File: config.mk
export PLATFORM = sky130hd
export DESIGN_NAME = pc_unit
export DESIGN_NICKNAME = d
export VERILOG_FILES = /design/src/rtl/pc_unit.sv
export SDC_FILE = /design/constraint.sdc
export NUM_CORES = 1
export LEC_CHECK = 0
export ABC_AREA = 1
export BUFFER_PORTS_ARGS = -buffer_cell sky130_fd_sc_hd__buf_2
export CELL_PAD_IN_SITES_DETAIL_PLACEMENT = 1
export CELL_PAD_IN_SITES_GLOBAL_PLACEMENT = 1
export CORE_UTILIZATION = 42
export CTS_CLUSTER_DIAMETER = 80
export DETAILED_ROUTE_END_ITERATION = 8
export HOLD_SLACK_MARGIN = 0.15
export PLACE_DENSITY = 0.83
export REMOVE_ABC_BUFFERS = 1
export SLEW_MARGIN = 10
export SYNTH_ARGS = -nofsm -noshare
export SYNTH_HDL_FRONTEND = slang
export SYNTH_SLANG_ARGS = --single-unit
File: constraint.sdc
create_clock -name clk -period 2.8 [get_ports clk]
set_input_delay 0.56 -clock clk [delete_from_list [all_inputs] [get_ports clk]]
set_output_delay 0.56 -clock clk [all_outputs]
set_load 0.01 [all_outputs]
File: src/rtl/pc_unit.sv
// Program counter with clock divider, branch/jump/call/return and a circular return-address stack.
// Latency: pc updates on the rising edge where step=1 (every DIV clocks); pc_plus is combinational.
// No backpressure: stall holds pc and stack for one step; controls are ignored off-step.
module pc_unit #(
   parameter int unsigned           WIDTH     = 32,
   parameter logic [WIDTH-1:0]      RESET_VEC = '0,
   parameter logic [WIDTH-1:0]      INC       = 4,
   parameter int unsigned           DIV       = 2,
   parameter int unsigned           RAS_DEPTH = 4
) (
   input  logic             clk,
   input  logic             rst_n,
   input  logic             start,
   input  logic             stall,
   input  logic             br_taken,
   input  logic [WIDTH-1:0] br_off,
   input  logic             jmp,
   input  logic             call,
   input  logic             ret,
   input  logic [WIDTH-1:0] jmp_addr,
   output logic [WIDTH-1:0] pc,
   output logic [WIDTH-1:0] pc_plus,
   output logic             step,
   output logic             ras_empty,
   output logic             ras_full,
   output logic             ras_ovf,
   output logic             ras_unf
);

   localparam int unsigned DCNT_W = (DIV > 1) ? $clog2(DIV) : 1;
   localparam int unsigned IDX_W  = (RAS_DEPTH > 1) ? $clog2(RAS_DEPTH) : 1;
   localparam int unsigned CNT_W  = $clog2(RAS_DEPTH + 1);

   localparam logic [DCNT_W-1:0] DIV_LAST = DCNT_W'(DIV - 1);
   localparam logic [IDX_W-1:0]  IDX_LAST = IDX_W'(RAS_DEPTH - 1);
   localparam logic [CNT_W-1:0]  CNT_MAX  = CNT_W'(RAS_DEPTH);

   logic [DCNT_W-1:0] div_cnt_q, div_cnt_d;
   logic [WIDTH-1:0]  pc_q, pc_d;
   logic [WIDTH-1:0]  ras_q [RAS_DEPTH];
   logic [WIDTH-1:0]  ras_d [RAS_DEPTH];
   logic [IDX_W-1:0]  ras_top_q, ras_top_d;   // index of the most recent entry
   logic [CNT_W-1:0]  ras_cnt_q, ras_cnt_d;   // number of valid entries
   logic              ras_ovf_q, ras_ovf_d;
   logic              ras_unf_q, ras_unf_d;

   logic [IDX_W-1:0]  top_next;
   logic [IDX_W-1:0]  top_prev;

   assign step      = (div_cnt_q == DIV_LAST);
   assign pc        = pc_q;
   assign pc_plus   = pc_q + INC;
   assign ras_empty = (ras_cnt_q == '0);
   assign ras_full  = (ras_cnt_q == CNT_MAX);
   assign ras_ovf   = ras_ovf_q;
   assign ras_unf   = ras_unf_q;

   // Circular neighbours of the top index; when full, top_next is the oldest entry.
   always_comb begin
      top_next = (ras_top_q == IDX_LAST) ? '0 : ras_top_q + 1'b1;
      top_prev = (ras_top_q == '0) ? IDX_LAST : ras_top_q - 1'b1;
   end

   // Divider free-runs 0..DIV-1 regardless of stall.
   always_comb begin
      div_cnt_d = step ? '0 : div_cnt_q + 1'b1;
   end

   // Next-PC and stack update, evaluated only on step cycles, priority start>stall>ret>call>jmp>br>seq.
   always_comb begin
      pc_d      = pc_q;
      ras_d     = ras_q;
      ras_top_d = ras_top_q;
      ras_cnt_d = ras_cnt_q;
      ras_ovf_d = ras_ovf_q;
      ras_unf_d = ras_unf_q;
      if (step) begin
         if (start) begin
            pc_d      = RESET_VEC;
            ras_top_d = '0;
            ras_cnt_d = '0;
            ras_ovf_d = 1'b0;
            ras_unf_d = 1'b0;
         end else if (stall) begin
            pc_d = pc_q;
         end else if (ret) begin
            if (ras_cnt_q != '0) begin
               pc_d      = ras_q[ras_top_q];
               ras_top_d = top_prev;
               ras_cnt_d = ras_cnt_q - 1'b1;
            end else begin
               pc_d      = pc_plus;
               ras_unf_d = 1'b1;
            end
         end else if (call) begin
            pc_d            = jmp_addr;
            ras_d[top_next] = pc_plus;
            ras_top_d       = top_next;
            if (ras_cnt_q == CNT_MAX) begin
               ras_ovf_d = 1'b1;
            end else begin
               ras_cnt_d = ras_cnt_q + 1'b1;
            end
         end else if (jmp) begin
            pc_d = jmp_addr;
         end else if (br_taken) begin
            pc_d = pc_q + br_off;
         end else begin
            pc_d = pc_plus;
         end
      end
   end

   // State registers; reset abandons any pending update.
   always_ff @(posedge clk or negedge rst_n) begin
      if (!rst_n) begin
         div_cnt_q <= '0;
         pc_q      <= RESET_VEC;
         ras_top_q <= '0;
         ras_cnt_q <= '0;
         ras_ovf_q <= 1'b0;
         ras_unf_q <= 1'b0;
         for (int i = 0; i < int'(RAS_DEPTH); i++) begin
            ras_q[i] <= '0;
         end
      end else begin
         div_cnt_q <= div_cnt_d;
         pc_q      <= pc_d;
         ras_top_q <= ras_top_d;
         ras_cnt_q <= ras_cnt_d;
         ras_ovf_q <= ras_ovf_d;
         ras_unf_q <= ras_unf_d;
         ras_q     <= ras_d;
      end
   end

endmodule

==> results.md <==
- Routability congestion estimate: 0.970
- IO Pins: 141
- Worst Path Required: 2.24 ns
- Die Y: 168 µm
- Synth Warn #: 0
- Syn avg cell area: 6.57 µm²
- First-pass GRT wire length: 73.6 mm
- Core ar.: 27000 µm²
- IO Port Bufs: 140
- Top post-synthesis cells by area: dfrtp_1 (36%), nand2_1 (20%), nand3_1 (7.3%)
- Via count: 12939
- VDD IR max: 0.478 mV
- Smallest hold slack: 0.485 ns
- Fillers: 3689
- Final Skew: 0.0131 ns
- Leak pwr: 7.14 nW
- Seq. cell area: 4230 µm²
- Fraction of registers with async set or reset after synthesis: 100%
- Total CTS buffers: 17
- Crit. End Element: output port
- DR pass1 iterations: 6
- Final Util: 50.8%
- Final worst slack: -0.0709 ns
- Setup Crit Path Kind: flip-flop to output port
- Pint: 5.79 mW
- Syn-to-layout area delta: 18.2%
- Status: complete, but fails checks
- Vias in the first global route: 13529
- Combinational Power Share: 43.9%
- Die area: 28300 µm²
- Least-Margin Pin Slew: 0.617 ns
- Pwr/cell area: 780 nW/µm²
- Clk pwr share: 22.6%
- Seq cells post-synth: 168
- CTS tree: done
- Setup Viol. Count Final: 4
- Post-route clock period utilization: 103%
- GRT Residual Overflow: 0
- Sw frac: 45.9%
- Via density: 5.70
- GRT Overall Usage: 33.5%
- RSZ-0062 raised after global routing: yes
- Clock Latency Late Sink: 0.45 ns
- Switching power: 4.92 mW
- Fin. max-slew vios: 0
- Worst path slowest cell: dfrtp_2
- Wire per inst: 20.6 µm
- Layout cell share with drive strength beyond 1: 16.4%
- Count leader, synth: nand2_1
- Multi-input combinational cell area: 6440 µm²
- Most used cell, CP: nand2_1
- Antenna Cells: 0
- Largest net degree at the start of global routing: 69
- Clock Sinks: 168
- ANT nets after route: 0
- Crit-path max FO: 7
- Clock Pin Slew Worst Setup and Hold Paths: 0.08 ns
- Register area share after synthesis: 36.2%
- Die width: 168 µm
- # nets final: 2026
- Clock Tree Buf Depth: 2
- Drt drc: 0
- Synth area leader: dfrtp_1
- HPWL Detailed: 33.8 mm
- Final hold vios: 0
- CP arrival: 2.31 ns
- WL final: 46.8 mm
- Synth Cell Area: 11600 µm²
- Root buffer cell: clkbuf_16
- Highest Clock Rate: 0.348 GHz
- Slew headroom: 58.8%
- Max H-tree Level: 4
- Post-synth EDFFs: 0
- Max-cap violations: 0
- Number of distinct library cells after synthesis: 49
- Rows: 60
- Synth cell count leaders: nand2_1 (619), inv_1 (214), nand3_1 (169)
- Failing checks: negative setup slack
- Most used DFF post-synth: dfrtp_1
- Tmin final: 2.87 ns
- Tightest Hold Check Type: primary input to flip-flop
- Setup crit start kind: flip-flop
- CP cell instances: nand2_1 -> nor2_1 -> nand2_1 -> nor3b_2 -> nand3_1 -> nand2_2 -> inv_1 -> buf_2
- Initial Util: 43.0%
- Post-Syn Instances: 1769
- CP max stage delay: 0.47 ns
- Initial antenna violation count: 1
- Reg power frac: 33.5%
- Initial DRC Count: 1127
- Share of the synthesized area in the top cell type: 36.2%
-- worst paths after layout --
kind,slack [ns],end,startpoint,cells after the start
max,-0.07,pc_plus[28],pc[9],8
min,0.49,ras_ovf,call,3
max reg2reg,0.29,pc[12],pc[0],12
min reg2reg,0.49,ras_q[57],ras_q[57],2
max in group asynchronous,1.33,ras_q[12],rst_n,3
min in group asynchronous,0.66,ras_q[3],rst_n,2
-- logic make-up after synthesis --
logic type / count (synthesis) / synth area share, %
simple gates: 966 / 35.1
flops: 168 / 36.2
xor+xnor: 12 / 1.03
buf+inv: 292 / 9.64
compound gates: 293 / 13.8
fa+ha+maj: 38 / 4.22
-- layout by cell type, fill, tap and decap left out, drive strengths merged, types with 3 or more instances in the layout --
cell type  count
xor2           9
o22ai          4
ha            36
nand2        633
nand4         12
clkbuf        18
o21bai        18
xnor2          3
nor3b          4
nand3        171
dfrtp        168
nor3          21
o211ai         7
o21ai        157
a21oi         89
buf          194
clkinv         7
nor2         120
a32oi          3
a22oi          5
inv          231
-- metrics by stage --
step | std cells | setup WS [ns] | TNS [ns] | area (µm²) | power, mW
final | 2270 | -0.0709 | -0.142 | 13700 | 10.7
after global routing | 2270 | -0.0815 | -0.528 | 13700 | 11.4
after CTS | 2266 | -0.00214 | -0.00214 | 13600 | 10.6
after detailed placement | 2231 | 0.178 | 0 | 12900 | 8.07
after global placement | 2231 | 0.253 | 0 | 12900 | 7.85
after floorplan | 1702 | -0.840 | -63.76 | 11300 | 6.16
-- sequential cells by signal, indices dropped and copies added (netlist names) --
signal,cells
step,1
ras_unf,1
ras_ovf,1
pc,32
ras_q,128
ras_top_q,2
ras_cnt_q,3
-- power by group through the flow --
| stage | Sequential [mW] | Clock (mW) | Combinational (mW) |
|---|---|---|---|
| final | 3.59 | 2.42 | 4.71 |
| after global routing | 3.64 | 2.54 | 5.20 |
| after CTS | 3.54 | 2.44 | 4.58 |
| after detailed placement | 3.57 | 0 | 4.51 |
| after global placement | 3.53 | 0 | 4.33 |
| after floorplan | 3.55 | 0 | 2.61 |
-- worst max-delay path, delay by kind of cell, from the launching register on --
kind,cells,cell delay [ns]
buffers and inverters,2,0.21
flip-flops,1,0.47
AND/OR/NAND/NOR,6,1.18
-- layout make-up --
cell class / instances / area share, %
timing repair buffer: 195 / 8.74
inverter: 225 / 6.15
multi-input combinational: 1309 / 46.9
clock inverter: 14 / 1.14
sequential: 168 / 30.8
clock buffer: 18 / 3.20
tap: 341 / 3.11
-- repair_timing --
action	in CTS	in global routing
buffers inserted	2	4
pin swaps	2	3
hold buffers	1	0
setup endpoints to repair	18	22
resized for setup	24	28
hold endpoints to repair	54	0
-- metal layers --
layer | global-route usage [%] | routed length, µm
met1 | 44.6 | 20400
met2 | 54.3 | 22100
met3 | 5.57 | 3050
met4 | 13.3 | 1350
met5 | 0 | 13
(Power assumes the default switching activity.)
